File: src/rtl/spi_slave_display_pkg.sv
// Constants shared by the SPI slave and the multiplexed 7-segment display.
// The table is {dp,g,f,e,d,c,b,a}, active high.
package spi_slave_display_pkg;

  localparam int unsigned DIGITS = 4;
  localparam int unsigned DIG_W  = $clog2(DIGITS);
  localparam int unsigned BYTE_W = 8;
  localparam int unsigned CNT_W  = $clog2(BYTE_W);

  // Entry 0 is the rightmost (least significant) element of the packed array.
  localparam logic [15:0][7:0] SEG_TABLE = {
    8'h71, 8'h79, 8'h5E, 8'h39, 8'h7C, 8'h77, 8'h6F, 8'h7F,
    8'h07, 8'h7D, 8'h6D, 8'h66, 8'h4F, 8'h5B, 8'h06, 8'h3F
  };

endpackage

File: src/rtl/slave_spi.sv
// SPI mode-0 slave, MSB first, oversampled in the system clock domain.
// Echoes the last completed byte on MISO during the following byte.
module slave_spi
  import spi_slave_display_pkg::*;
(
  input  logic              Clock,
  input  logic              Reset,
  input  logic              CS,
  input  logic              SCK,
  input  logic              MOSI,
  output logic              MISO,
  output logic              Done_o,
  output logic [BYTE_W-1:0] DataReceived_o
);

  logic [1:0]        cs_sync_q, sck_sync_q, mosi_sync_q;
  logic              cs_prev_q, sck_prev_q;
  logic [BYTE_W-2:0] shift_q, shift_d;
  logic [CNT_W-1:0]  cnt_q, cnt_d;
  logic [BYTE_W-1:0] data_q, data_d, tx_q, tx_d;
  logic              done_q, done_d, miso_q, miso_d;
  logic              cs_active, cs_fall, sck_rise, sck_fall, mosi_s;

  assign cs_active = ~cs_sync_q[1];
  assign cs_fall   = cs_active & cs_prev_q;
  assign sck_rise  = sck_sync_q[1] & ~sck_prev_q;
  assign sck_fall  = ~sck_sync_q[1] & sck_prev_q;
  assign mosi_s    = mosi_sync_q[1];

  // Synchronizers reset to the idle bus state so release never fakes an edge.
  always_ff @(posedge Clock) begin
    if (Reset) begin
      cs_sync_q   <= 2'b11;
      sck_sync_q  <= 2'b00;
      mosi_sync_q <= 2'b00;
      cs_prev_q   <= 1'b1;
      sck_prev_q  <= 1'b0;
      shift_q     <= '0;
      cnt_q       <= '0;
      data_q      <= '0;
      tx_q        <= '0;
      done_q      <= 1'b0;
      miso_q      <= 1'b0;
    end else begin
      cs_sync_q   <= {cs_sync_q[0], CS};
      sck_sync_q  <= {sck_sync_q[0], SCK};
      mosi_sync_q <= {mosi_sync_q[0], MOSI};
      cs_prev_q   <= cs_sync_q[1];
      sck_prev_q  <= sck_sync_q[1];
      shift_q     <= shift_d;
      cnt_q       <= cnt_d;
      data_q      <= data_d;
      tx_q        <= tx_d;
      done_q      <= done_d;
      miso_q      <= miso_d;
    end
  end

  always_comb begin
    shift_d = shift_q;
    cnt_d   = cnt_q;
    data_d  = data_q;
    done_d  = 1'b0;
    tx_d    = tx_q;

    if (!cs_active) begin
      cnt_d = '0;
    end else if (sck_rise) begin
      shift_d = {shift_q[BYTE_W-3:0], mosi_s};
      cnt_d   = cnt_q + CNT_W'(1);
      if (cnt_q == CNT_W'(BYTE_W - 1)) begin
        data_d = {shift_q, mosi_s};
        done_d = 1'b1;
      end
    end

    // The falling edge that closes a byte (counter back at 0) must not shift the fresh echo byte.
    if (cs_fall || done_q) begin
      tx_d = data_q;
    end else if (cs_active && sck_fall && (cnt_q != '0)) begin
      tx_d = {tx_q[BYTE_W-2:0], 1'b0};
    end

    miso_d = cs_active & tx_d[BYTE_W-1];
  end

  assign MISO           = miso_q;
  assign Done_o         = done_q;
  assign DataReceived_o = data_q;

endmodule

File: src/rtl/spi_slave_display_top.sv
// FPGA top: SPI slave feeding a 4-digit multiplexed common-cathode hex display
// that shows the last two received bytes.
module spi_slave_display_top
  import spi_slave_display_pkg::*;
#(
  parameter int unsigned CLOCK_HZ   = 25_000_000,
  parameter int unsigned REFRESH_HZ = 1_000
) (
  input  logic       Clock,
  input  logic       Reset,
  input  logic       CS,
  input  logic       SCK,
  input  logic       MOSI,
  output logic       MISO,
  output logic [3:0] Cathodes_o,
  output logic [7:0] Segments_o
);

  localparam int unsigned DIV   = CLOCK_HZ / REFRESH_HZ;
  localparam int unsigned REF_W = (DIV > 1) ? $clog2(DIV) : 1;

  logic              rx_done;
  logic [BYTE_W-1:0] rx_data;

  slave_spi SlaveSPI_inst (
    .Clock          (Clock),
    .Reset          (Reset),
    .CS             (CS),
    .SCK            (SCK),
    .MOSI           (MOSI),
    .MISO           (MISO),
    .Done_o         (rx_done),
    .DataReceived_o (rx_data)
  );

  logic [15:0]      disp_q, disp_d;
  logic [REF_W-1:0] ref_cnt_q, ref_cnt_d;
  logic [DIG_W-1:0] dig_q, dig_d;
  logic [3:0]       cath_q, cath_d;
  logic [7:0]       seg_q, seg_d;
  logic [3:0]       nibble;
  logic             ref_wrap;

  always_ff @(posedge Clock) begin
    if (Reset) begin
      disp_q    <= '0;
      ref_cnt_q <= '0;
      dig_q     <= '0;
      cath_q    <= 4'b1110;
      seg_q     <= SEG_TABLE[0];
    end else begin
      disp_q    <= disp_d;
      ref_cnt_q <= ref_cnt_d;
      dig_q     <= dig_d;
      cath_q    <= cath_d;
      seg_q     <= seg_d;
    end
  end

  // Cathodes and segments are both derived from the current digit so they switch on the same edge.
  always_comb begin
    disp_d    = disp_q;
    ref_cnt_d = ref_cnt_q + REF_W'(1);
    dig_d     = dig_q;
    ref_wrap  = (ref_cnt_q == REF_W'(DIV - 1));

    if (rx_done) begin
      disp_d = {disp_q[7:0], rx_data};
    end
    if (ref_wrap) begin
      ref_cnt_d = '0;
      dig_d     = dig_q + DIG_W'(1);
    end

    nibble = 4'(disp_q >> {dig_q, 2'b00});
    cath_d = ~(4'b0001 << dig_q);
    seg_d  = SEG_TABLE[nibble];
  end

  assign Cathodes_o = cath_q;
  assign Segments_o = seg_q;

endmodule

File: config.mk
export PLATFORM = sky130hd
export DESIGN_NAME = spi_slave_display_top
export DESIGN_NICKNAME = d
export VERILOG_FILES = /design/src/rtl/spi_slave_display_pkg.sv /design/src/rtl/slave_spi.sv /design/src/rtl/spi_slave_display_top.sv
export SDC_FILE = /design/constraint.sdc
export NUM_CORES = 1
export LEC_CHECK = 0
export CORE_MARGIN = 4
export CORE_UTILIZATION = 30
export CTS_CLUSTER_DIAMETER = 30
export DETAILED_ROUTE_END_ITERATION = 8
export GPL_TIMING_DRIVEN = 1
export HOLD_SLACK_MARGIN = 0.03
export MAX_ROUTING_LAYER = met4
export PLACE_DENSITY = 0.44
export SYNTH_ARGS = -nofsm -noshare
export SYNTH_HDL_FRONTEND = slang
export SYNTH_SLANG_ARGS = --single-unit
File: constraint.sdc
create_clock -name Clock -period 2.2 [get_ports Clock]
set_input_delay 0.22 -clock Clock [delete_from_list [all_inputs] [get_ports Clock]]
set_output_delay 0.22 -clock Clock [all_outputs]
set_load 0.02 [all_outputs]
## After elaboration in Yosys (flattened, before gate mapping)

Memory sizes are Yosys's and may differ from the RTL's. A register that Yosys moved wholly into a read port is not among the register bits.
Cells that the tools add are included.

| cells by class | value |
|---|---|
| muxes and demuxes | 3 |
| shift operators | 2 |
| reductions and logical operators | 10 |
| eq/ne operators | 2 |
| bitwise logic cells | 9 |
| $add $sub $neg | 3 |

Operator list:

| kind | count |
|---|---|
| 2-to-1 mux 8 bit | 2 |
| right shift 16 x 4 -> 4 bit | 1 |
| adder 15 x 1 -> 15 bit, second input constant | 1 |
| equality test 15 bit, second input constant | 1 |
| AND 1 bit | 4 |
| inverter 1 bit | 4 |
| inverter 4 bit | 1 |
| OR reduction 2 bit | 2 |
| left shift 1 x 2 -> 4 bit, first input constant | 1 |
| adder 3 x 1 -> 3 bit, second input constant | 1 |
| equality test 3 bit, second input constant | 1 |
| AND reduction 3 bit | 1 |
| nonzero test 3 bit | 1 |
| OR reduction 3 bit | 1 |
| adder 2 x 1 -> 2 bit, second input constant | 1 |
| logical AND 1 bit | 2 |
| AND reduction 2 bit | 1 |
| nonzero test 2 bit | 1 |
| logical OR 1 bit | 1 |
| 2-to-1 mux 1 bit | 1 |

| storage, ports and cells | value |
|---|---|
| logic and storage cells | 46 |
| register bits after elaboration | 73 |
| input port bits | 5 |
| bits in read-only memories | 128 |
| memories kept | 1 |

Memories:

| name | words | bits a word | rd ports | clocked after Yosys merged registers in | wr ports | line | RTL |
|---|---|---|---|---|---|---|---|
| (name not given) | 16 | 8 | 1 | 1 | 0 | spi_slave_display_top.sv:77 | `seg_d = SEG_TABLE[nibble];` |

## Logic depth before layout (Yosys ltp)

Gate-level depths: netlist (run 1).

| logic depth | value |
|---|---|
| word-level depth | 7 |
| gate-level depth with buffers | 7 |
| mapped depth without buffers | 6 |

## By module

Synthesis (run 1) repeated with hierarchy kept, for this count alone.

| second synthesis, totals | value |
|---|---|
| cell total of the unflattened synthesis | 333 |
| area total of the unflattened synthesis | 3309.4 um2 |

Modules (own cells, without submodules):

| module | cells an instance | sequential area each (um2) | area each (um2) | times used |
|---|---|---|---|---|
| spi_slave_display_top | 198 | 880.8 | 1966.9 | 1 |
| slave_spi | 135 | 720.7 | 1342.5 | 1 |

## Least setup slack after synthesis (run 1)

Ideal clock, no wire load.

| timing | value |
|---|---|
| kind | reg2reg |
| from | reg dig_q[1] |
| to | reg seg_q[3] (netlist: Segments_o[3]) |
| arrival time | 1935 ps |
| path buffers | 1 |
| cell stages (with the launch flop) | 8 |
| period minus slack after synthesis | 1995 ps |
| slack | 205 ps |
| path through | dfxtp_1 > buf_6 > mux4_1 > inv_1 > ha_1 > inv_1 > mux4_1 > nand2b_1 |

| between the ends | value |
|---|---|
| word-level cells in the longest chain between the ends | 1 |

Ends and longest elaborated chain:

| item | line | RTL |
|---|---|---|
| start: declaration | spi_slave_display_top.sv:38 | `logic [DIG_W-1:0] dig_q, dig_d;` |
| start signal: assignment | spi_slave_display_top.sv:54 | `dig_q <= dig_d;` |
| right shift 16 x 4 -> 4 bit | spi_slave_display_top.sv:75 | `nibble = 4'(disp_q >> {dig_q, 2'b00});` |
| end: declaration | spi_slave_display_top.sv:40 | `logic [7:0] seg_q, seg_d;` |

No other way between the ends.
A chain may end at the register's enable or synchronous reset.

## Worst setup path after layout (run 1)

Same ends and word-level chain as after synthesis.

==> Implementation_results.wiki, run 1 <==
{| class="wikitable"
! Metric !! Value
|-
| Leak Pwr || 1.40 nW
|-
| Sequential share of the synthesized area || 48.5%
|-
| Die Outline Area || 12800 um^2
|-
| Cells on Worst Hold Path || 2
|-
| Count of mapped cells out of synthesis || 335
|-
| Clock-pin slew on the worst setup and hold paths || 80 ps
|-
| Global-route wire length before repair || 10.6 mm
|-
| Routability congestion estimate || 0.722
|-
| Detail Placement HPWL || 4.19 mm
|-
| Maximum resistive drop on vdd || 264 uV
|-
| Buffers added on ports || 16
|-
| Clock buffer count from CTS || 9
|-
| Layout net count || 374
|-
| Crit path max fanout || 5
|-
| RSZ-0062 raised after global routing || false
|-
| Final setup violation count || 0
|-
| Clock tree from TritonCTS || done
|-
| WL per Instance || 12.2 um
|-
| Number of synthesized register bits || 80
|-
| Share of final-layout standard cells stronger than drive strength 1 || 8.71%
|-
| Clock Latency Late Sink || 350 ps
|-
| Overall power || 2.56 mW
|-
| Critical path type || reg2reg
|-
| Worst Reg2Reg Path Length in Cells || 6
|-
| Startpoint types || flop
|-
| Detailed-route wire length || 6.06 mm
|-
| Via total after detailed routing || 2237
|-
| Syn Area/Cell || 9.86 um^2
|-
| Length of the first detailed-routing pass in iterations || 4
|-
| Library cell occupying the most area in the post-synthesis netlist || sky130_fd_sc_hd__dfxtp_1
|-
| Critical path required time || 2500 ps
|-
| Worst hold-check path type || in2reg
|-
| Core box area || 10800 um^2
|-
| R2R Setup Slk || 230 ps
|-
| Pin count of the biggest net entering global routing || 19
|-
| Bufs on Longest Clock Path || 2
|-
| Root Driver || sky130_fd_sc_hd__clkbuf_8
|-
| Post-cts repair resize count || 0
|-
| Hold-fix buffer count after cts || 0
|-
| Iteration-0 DRC count of the detailed router || 78
|-
| Initial antenna violation count || 0
|-
| Clk_skew || 4.63 ps
|-
| Final core occ || 35.2%
|-
| IO Pins || 18
|-
| Sinks on Clock Net || 80
|-
| Final-report max-slew violation count || 0
|-
| Max H-tree Level || 3
|-
| Min cycle time layout || 1970 ps
|-
| Growth of design area from synthesis to finish || 14.8%
|-
| Total Routing Usage GR || 10.8%
|-
| Status || finished clean
|-
| Via density || 4.51
|-
| Number of filler instances in the final layout || 1107
|-
| Initial Util || 30.6%
|-
| Max-cap viol count || 0
|-
| Mapped cell area || 3300 um^2
|-
| Achievable Freq || 507 MHz
|-
| Via count of the first global-routing pass || 2216
|-
| Fraction of the cycle the final worst path needs || 89.6%
|-
| Commonest non-fill, non-tap cells in the layout || sky130_fd_sc_hd__dfxtp_1 (80), sky130_fd_sc_hd__nor2_1 (59), sky130_fd_sc_hd__mux2i_1 (34)
|-
| Die Y-Extent || 113 um
|-
| Count of nets left with antenna violations after detail routing || 0
|-
| DRC || 0
|-
| Count of cell types in the netlist || 37
|-
| Number of endpoints with negative hold slack in the final report || 0
|-
| Row count || 38
|-
| Synth Warn # || 0
|-
| Width of the die || 113 um
|-
| Buffer count from post-CTS setup fixing || 0
|-
| Total gr overflow || 0
|-
| Worst setup EP type || flop
|-
| Arrival @ worst endpoint || 2270 ps
|-
| Count of antenna diodes in the layout || 0
|-
| Biggest area contributors in the synthesized netlist || sky130_fd_sc_hd__dfxtp_1 (48%), sky130_fd_sc_hd__mux2i_1 (10%), sky130_fd_sc_hd__nor2_1 (6.7%), sky130_fd_sc_hd__ha_1 (5.7%), sky130_fd_sc_hd__xnor2_1 (3.4%)
|-
| Share of Yosys cell area claimed by the top area cell type || 48.5%
|-
| Final setup TNS || 0 ps
|-
| Post-Syn Nets || 355
|-
| Most common library cell in the layout ignoring fill and taps || sky130_fd_sc_hd__dfxtp_1
|-
| Power density over the cells || 674 nW/um^2
|}
synth_stat cells, drive strengths merged:
library cell  count
dfxtp            80
nor2             59
mux2i            34
nand2            23
ha               15
inv              13
xnor2            13
a21oi            11
clkbuf           11
a211oi            9
nand2b            9
nand3             8
buf               6
nor2b             6
mux4              5
nor3              4
nor4              4
nor3b             3
or2               3
a21o              2
and2              2
nand4             2
o21ai             2
xor2              2
a22o              1
a31o              1
conb              1
mux2              1
nand3b            1
nand4b            1
nor4b             1
nor4bb            1
o211ai            1
registers in the layout, summed over array words and instances (netlist names):
signal	flops
SlaveSPI_inst.tx_q	8
Segments_o	7
SlaveSPI_inst.sck_prev_q	1
SlaveSPI_inst.MISO	1
Cathodes_o	4
dig_q	2
SlaveSPI_inst.cs_sync_q	2
SlaveSPI_inst.shift_q	7
SlaveSPI_inst.sck_sync_q	2
SlaveSPI_inst.mosi_sync_q	2
SlaveSPI_inst.Done_o	1
SlaveSPI_inst.DataReceived_o	8
disp_q	16
ref_cnt_q	15
SlaveSPI_inst.cnt_q	3
SlaveSPI_inst.cs_prev_q	1
stage by stage:
step	std cells	area (um^2)	hold slack, ps	worst slack (ps)
detailed placement	483	3620	399	240
global placement	483	3620	390	284
floorplan	335	3300	324	205
CTS	496	3790	238	221
global route	496	3790	250	103
finish	496	3790	241	229
power by group:
group          total, mW  internal (mW)  switching [mW]  leakage, nW
sequential          1.47           1.46         0.00897        0.648
clock               1.01          0.516           0.498       0.0935
combinational     0.0711         0.0295          0.0417        0.659
total               2.56           2.01           0.549         1.40
final timing paths:
path	startpoint	to
max	dig_q[1]$_SDFFE_PP0N_	Segments_o[3]$_SDFF_PP1_
min	Reset	SlaveSPI_inst.shift_q[3]$_SDFFE_PP0P_
max reg2reg	dig_q[1]$_SDFFE_PP0N_	Segments_o[3]$_SDFF_PP1_
min reg2reg	SlaveSPI_inst.cs_sync_q[0]$_SDFF_PP1_	SlaveSPI_inst.cs_sync_q[1]$_SDFF_PP1_
worst max-delay path, cell delays in order, from the launching register on:
cell	delay, ps
sky130_fd_sc_hd__dfxtp_1	340
sky130_fd_sc_hd__mux4_1	660
sky130_fd_sc_hd__inv_1	180
sky130_fd_sc_hd__ha_1	160
sky130_fd_sc_hd__inv_1	40
sky130_fd_sc_hd__mux4_1	470
sky130_fd_sc_hd__nand2b_1	80
layer usage:
layer  global-route usage (%)  routed length [um]  part of all wire [%]
met1                     13.9                3070                    51
met2                     15.6                2670                    44
met3                     2.57                 179                   3.0
met4                     5.77                 137                   2.3
met5                        -                   0                     0
logic make-up (layout without fill, tap and decap cells):
group	count (synthesis)	after routing	share of synthesized area (%)
fa+ha+maj	15	15	5.68
simple gates	127	127	17.8
mux	40	40	14.5
flops	80	80	48.5
other cells	1	1	0.113
buf+inv	30	51	4.09
xor+xnor	15	15	3.98
compound gates	27	27	5.38
cell type report:
cell class	count	area [um^2]	area share, %
flip-flops and latches	80	1600	42.2
repair buffers	25	223	5.87
well taps	140	175	4.62
multi-input cells	225	1570	41.3
clock buffers	13	179	4.71
inverters	13	48.8	1.29
(Power assumes the default switching activity.)
==> run 2: changes to the inputs <==
- CAP_MARGIN: default -> 20
- REMOVE_ABC_BUFFERS: default -> 1
==> run 2 against run 1 <==
Against the previous run:
- critical path depth did not move
- cell count rose by 0.40%
- critical endpoint unchanged
- core utilization rose by 0.32 points
- global-route usage decreased by 0.91 points
- clock skew is 6.2 ps higher
==> Implementation_results.wiki, run 2 (synthesis results as in run 1) <==
{| class="wikitable"
! Metric !! Value
|-
| Terminating pin of the worst hold path || disp_q[6]$_SDFFE_PP0P_
|-
| Cell with the biggest individual delay on the critical path || sky130_fd_sc_hd__mux4_1
|-
| Largest reg by FF count || disp_q
|-
| Via total after detailed routing || 2198 (-1.7%)
|-
| Leak Pwr || 1.41 nW (+0.52%)
|-
| WL per Instance || 11.6 um (-4.6%)
|-
| Worst setup EP type || flop
|-
| Worst min-delay path startpoint || Reset
|-
| Global-route wire length before repair || 9.98 mm (-6.2%)
|-
| Root Driver || sky130_fd_sc_hd__clkbuf_8
|-
| Pint || 2.16 mW (+7.6%)
|-
| Buffer count from post-CTS setup fixing || 0 (unchanged)
|-
| Slew HR || 65.9%
|-
| Placed cell count || 482 (-0.21%)
|-
| Layout net count || 373 (-0.27%)
|-
| Growth of design area from synthesis to finish || 15.9%
|-
| Min cycle time layout || 1970 ps (+2.41 ps)
|-
| Power density over the cells || 712 nW/um^2 (+5.7%)
|-
| Buffers added on ports || 16 (unchanged)
|-
| Startpoint of the worst register-to-register path || dig_q[0]$_SDFFE_PP0N_
|-
| Critical path required time || 2480 ps (-20 ps)
|-
| Crit path max fanout || 4 (-1)
|-
| Stage delay of the slowest cell on the critical path || 630 ps (-30 ps)
|-
| Via count of the first global-routing pass || 2109 (-4.8%)
|-
| Critical path type || reg2reg
|-
| Final setup violation count || 0 (unchanged)
|-
| Worst Reg2Reg Path Length in Cells || 6 (unchanged)
|-
| Final-report max-slew violation count || 0 (unchanged)
|-
| Largest registers ranked by flip-flop count || disp_q x16, ref_cnt_q x15
|-
| Worst hold-check path type || in2reg
|-
| Hold slack final || 255 ps (+14.2 ps)
|-
| Clock group share of total power || 43.5% (+3.9 points)
|-
| Most common library cell in the layout ignoring fill and taps || sky130_fd_sc_hd__dfxtp_1
|-
| Fraction of power consumed by sequential logic || 54.0% (-3.6 points)
|-
| Routability congestion estimate || 0.767 (+6.2%)
|-
| Cells along the critical path || mux4_1, inv_1, ha_1, inv_1, mux4_1, nand2b_1
|-
| R2R Setup Slk || 230 ps (about the same)
|-
| Initial Util || 30.6% (unchanged)
|-
| Sinks on Clock Net || 80 (unchanged)
|-
| Length of the first detailed-routing pass in iterations || 4 (unchanged)
|-
| Clock Latency Late Sink || 340 ps (about the same)
|-
| Die Y-Extent || 113 um (unchanged)
|-
| Clock buffer count from CTS || 9 (unchanged)
|-
| Number of filler instances in the final layout || 1111 (+0.36%)
|-
| Bufs on Longest Clock Path || 2 (unchanged)
|-
| Number of endpoints with negative hold slack in the final report || 0 (unchanged)
|-
| Max reg flops || 16 (unchanged)
|-
| Terminus of the critical flop-to-flop path || Segments_o[3]$_SDFF_PP1_
|-
| Die Outline Area || 12800 um^2 (unchanged)
|-
| Commonest non-fill, non-tap cells in the layout || sky130_fd_sc_hd__dfxtp_1 (80), sky130_fd_sc_hd__nor2_1 (59), sky130_fd_sc_hd__mux2i_1 (34)
|-
| Actual slew at the worst max-slew pin || 510 ps
|-
| Max-cap viol count || 0 (unchanged)
|-
| RSZ-0062 raised after global routing || false
|-
| IO Pins || 18 (unchanged)
|-
| Startpoint types || flop
|-
| Detail Placement HPWL || 4.15 mm (-1.0%)
|-
| Cell Count, Final, Fillers Out || 498 (+0.40%)
|-
| Pin count of the biggest net entering global routing || 29 (+10)
|-
| Clock tree from TritonCTS || done
|-
| Status || finished clean
|-
| Clk_skew || 10.8 ps (+6.17 ps)
|-
| Count of nets left with antenna violations after detail routing || 0 (unchanged)
|-
| Total Routing Usage GR || 9.86% (-0.91 points)
|-
| Row count || 38 (unchanged)
|-
| Core box area || 10800 um^2 (unchanged)
|-
| Fraction of the cycle the final worst path needs || 89.7% (+0.11 points)
|-
| Initial antenna violation count || 0 (unchanged)
|-
| Achievable Freq || 507 MHz (-0.12%)
|-
| Detailed-route wire length || 5.80 mm (-4.2%)
|-
| Post-cts repair resize count || 0 (unchanged)
|-
| Arrival @ worst endpoint || 2260 ps (about the same)
|-
| Share of final-layout standard cells stronger than drive strength 1 || 8.94% (+0.23 points)
|-
| Hold-fix buffer count after cts || 0 (unchanged)
|-
| Final setup TNS || 0 ps (unchanged)
|-
| Iteration-0 DRC count of the detailed router || 79 (+1.3%)
|-
| Fraction of power spent switching nets || 20.8% (-0.66 points)
|-
| Width of the die || 113 um (unchanged)
|-
| Total gr overflow || 0 (unchanged)
|-
| Count of antenna diodes in the layout || 0 (unchanged)
|-
| Logic pwr share || 2.5% (-0.3 points)
|-
| Clock-pin slew on the worst setup and hold paths || 80 ps (about the same)
|-
| Maximum resistive drop on vdd || 383 uV (+45%)
|-
| Power dissipated by switching net loads || 0.568 mW (+3.4%)
|-
| DRC || 0 (unchanged)
|-
| Max H-tree Level || 3 (unchanged)
|-
| Cells on Worst Hold Path || 2 (unchanged)
|-
| Via density || 4.41 (-2.1%)
|}
==> run 2: cell types whose count changed in the layout (fill, tap and decap cells not counted) <==
cell	change
sky130_fd_sc_hd__clkbuf_1	+1
sky130_fd_sc_hd__clkinvlp_4	+2
sky130_fd_sc_hd__clkinv_2	+1
sky130_fd_sc_hd__clkbuf_8	-3
sky130_fd_sc_hd__buf_4	-1
sky130_fd_sc_hd__bufinv_16	+2
==> run 2: worst max path at each step <==
stage / startpoint / to
floorplan: dig_q[1]$_SDFFE_PP0N_ / Segments_o[3]$_SDFF_PP1_
global placement: dig_q[0]$_SDFFE_PP0N_ / Segments_o[3]$_SDFF_PP1_
detailed placement: dig_q[0]$_SDFFE_PP0N_ / Segments_o[3]$_SDFF_PP1_
CTS: dig_q[0]$_SDFFE_PP0N_ / Segments_o[3]$_SDFF_PP1_
global route: dig_q[1]$_SDFFE_PP0N_ / Segments_o[3]$_SDFF_PP1_
finish: dig_q[0]$_SDFFE_PP0N_ / Segments_o[3]$_SDFF_PP1_
==> run 2: layout make-up <==
cell class	instances	area, um^2	share of cell area (%)
tap	140	175	4.57
clock buffer	11	141	3.69
sequential	80	1600	41.8
clock inverter	5	80.1	2.09
timing repair buffer	24	215	5.62
multi-input combinational	225	1570	40.9
inverter	13	48.8	1.27
==> run 2: metal layers <==
metal	GRT usage [%]	vias to the layer above	share of wire [%]
met5	-	-	0
met4	4.33	0	1.2
met3	2.46	4	2.7
met2	14.7	20	45
met1	12.7	1019	51
li1	-	1155	-
==> run 2: worst max-delay path: cells and delay by family, from the launching register on <==
kind                       cells  cell delay, ps
muxes                          2            1110
and+or+nand+nor                1              80
DFF                            1             340
adders and majority gates      1             180
buffers and inverters          2             210
==> run 2: metrics by stage <==
stage / utilization, % / power [mW] / instance area (um^2) / worst slack (ps)
2_1_floorplan: - / 1.54 / 3220 / 171
3_3_place_gp: 33.4 / 1.58 / 3610 / 286
3_5_place_dp: 33.4 / 1.58 / 3610 / 244
4_1_cts: 35.5 / 2.79 / 3830 / 219
5_1_grt: 35.5 / 2.86 / 3830 / 112
6_report: 35.5 / 2.73 / 3830 / 226
==> run 2: power groups by stage <==
stage,clock (mW),combinational [mW],sequential [mW]
floorplan,0,0.0345,1.51
global placement,0,0.0696,1.51
detailed placement,0,0.0700,1.51
CTS,1.24,0.0701,1.47
global route,1.30,0.0782,1.48
finish,1.19,0.0684,1.47
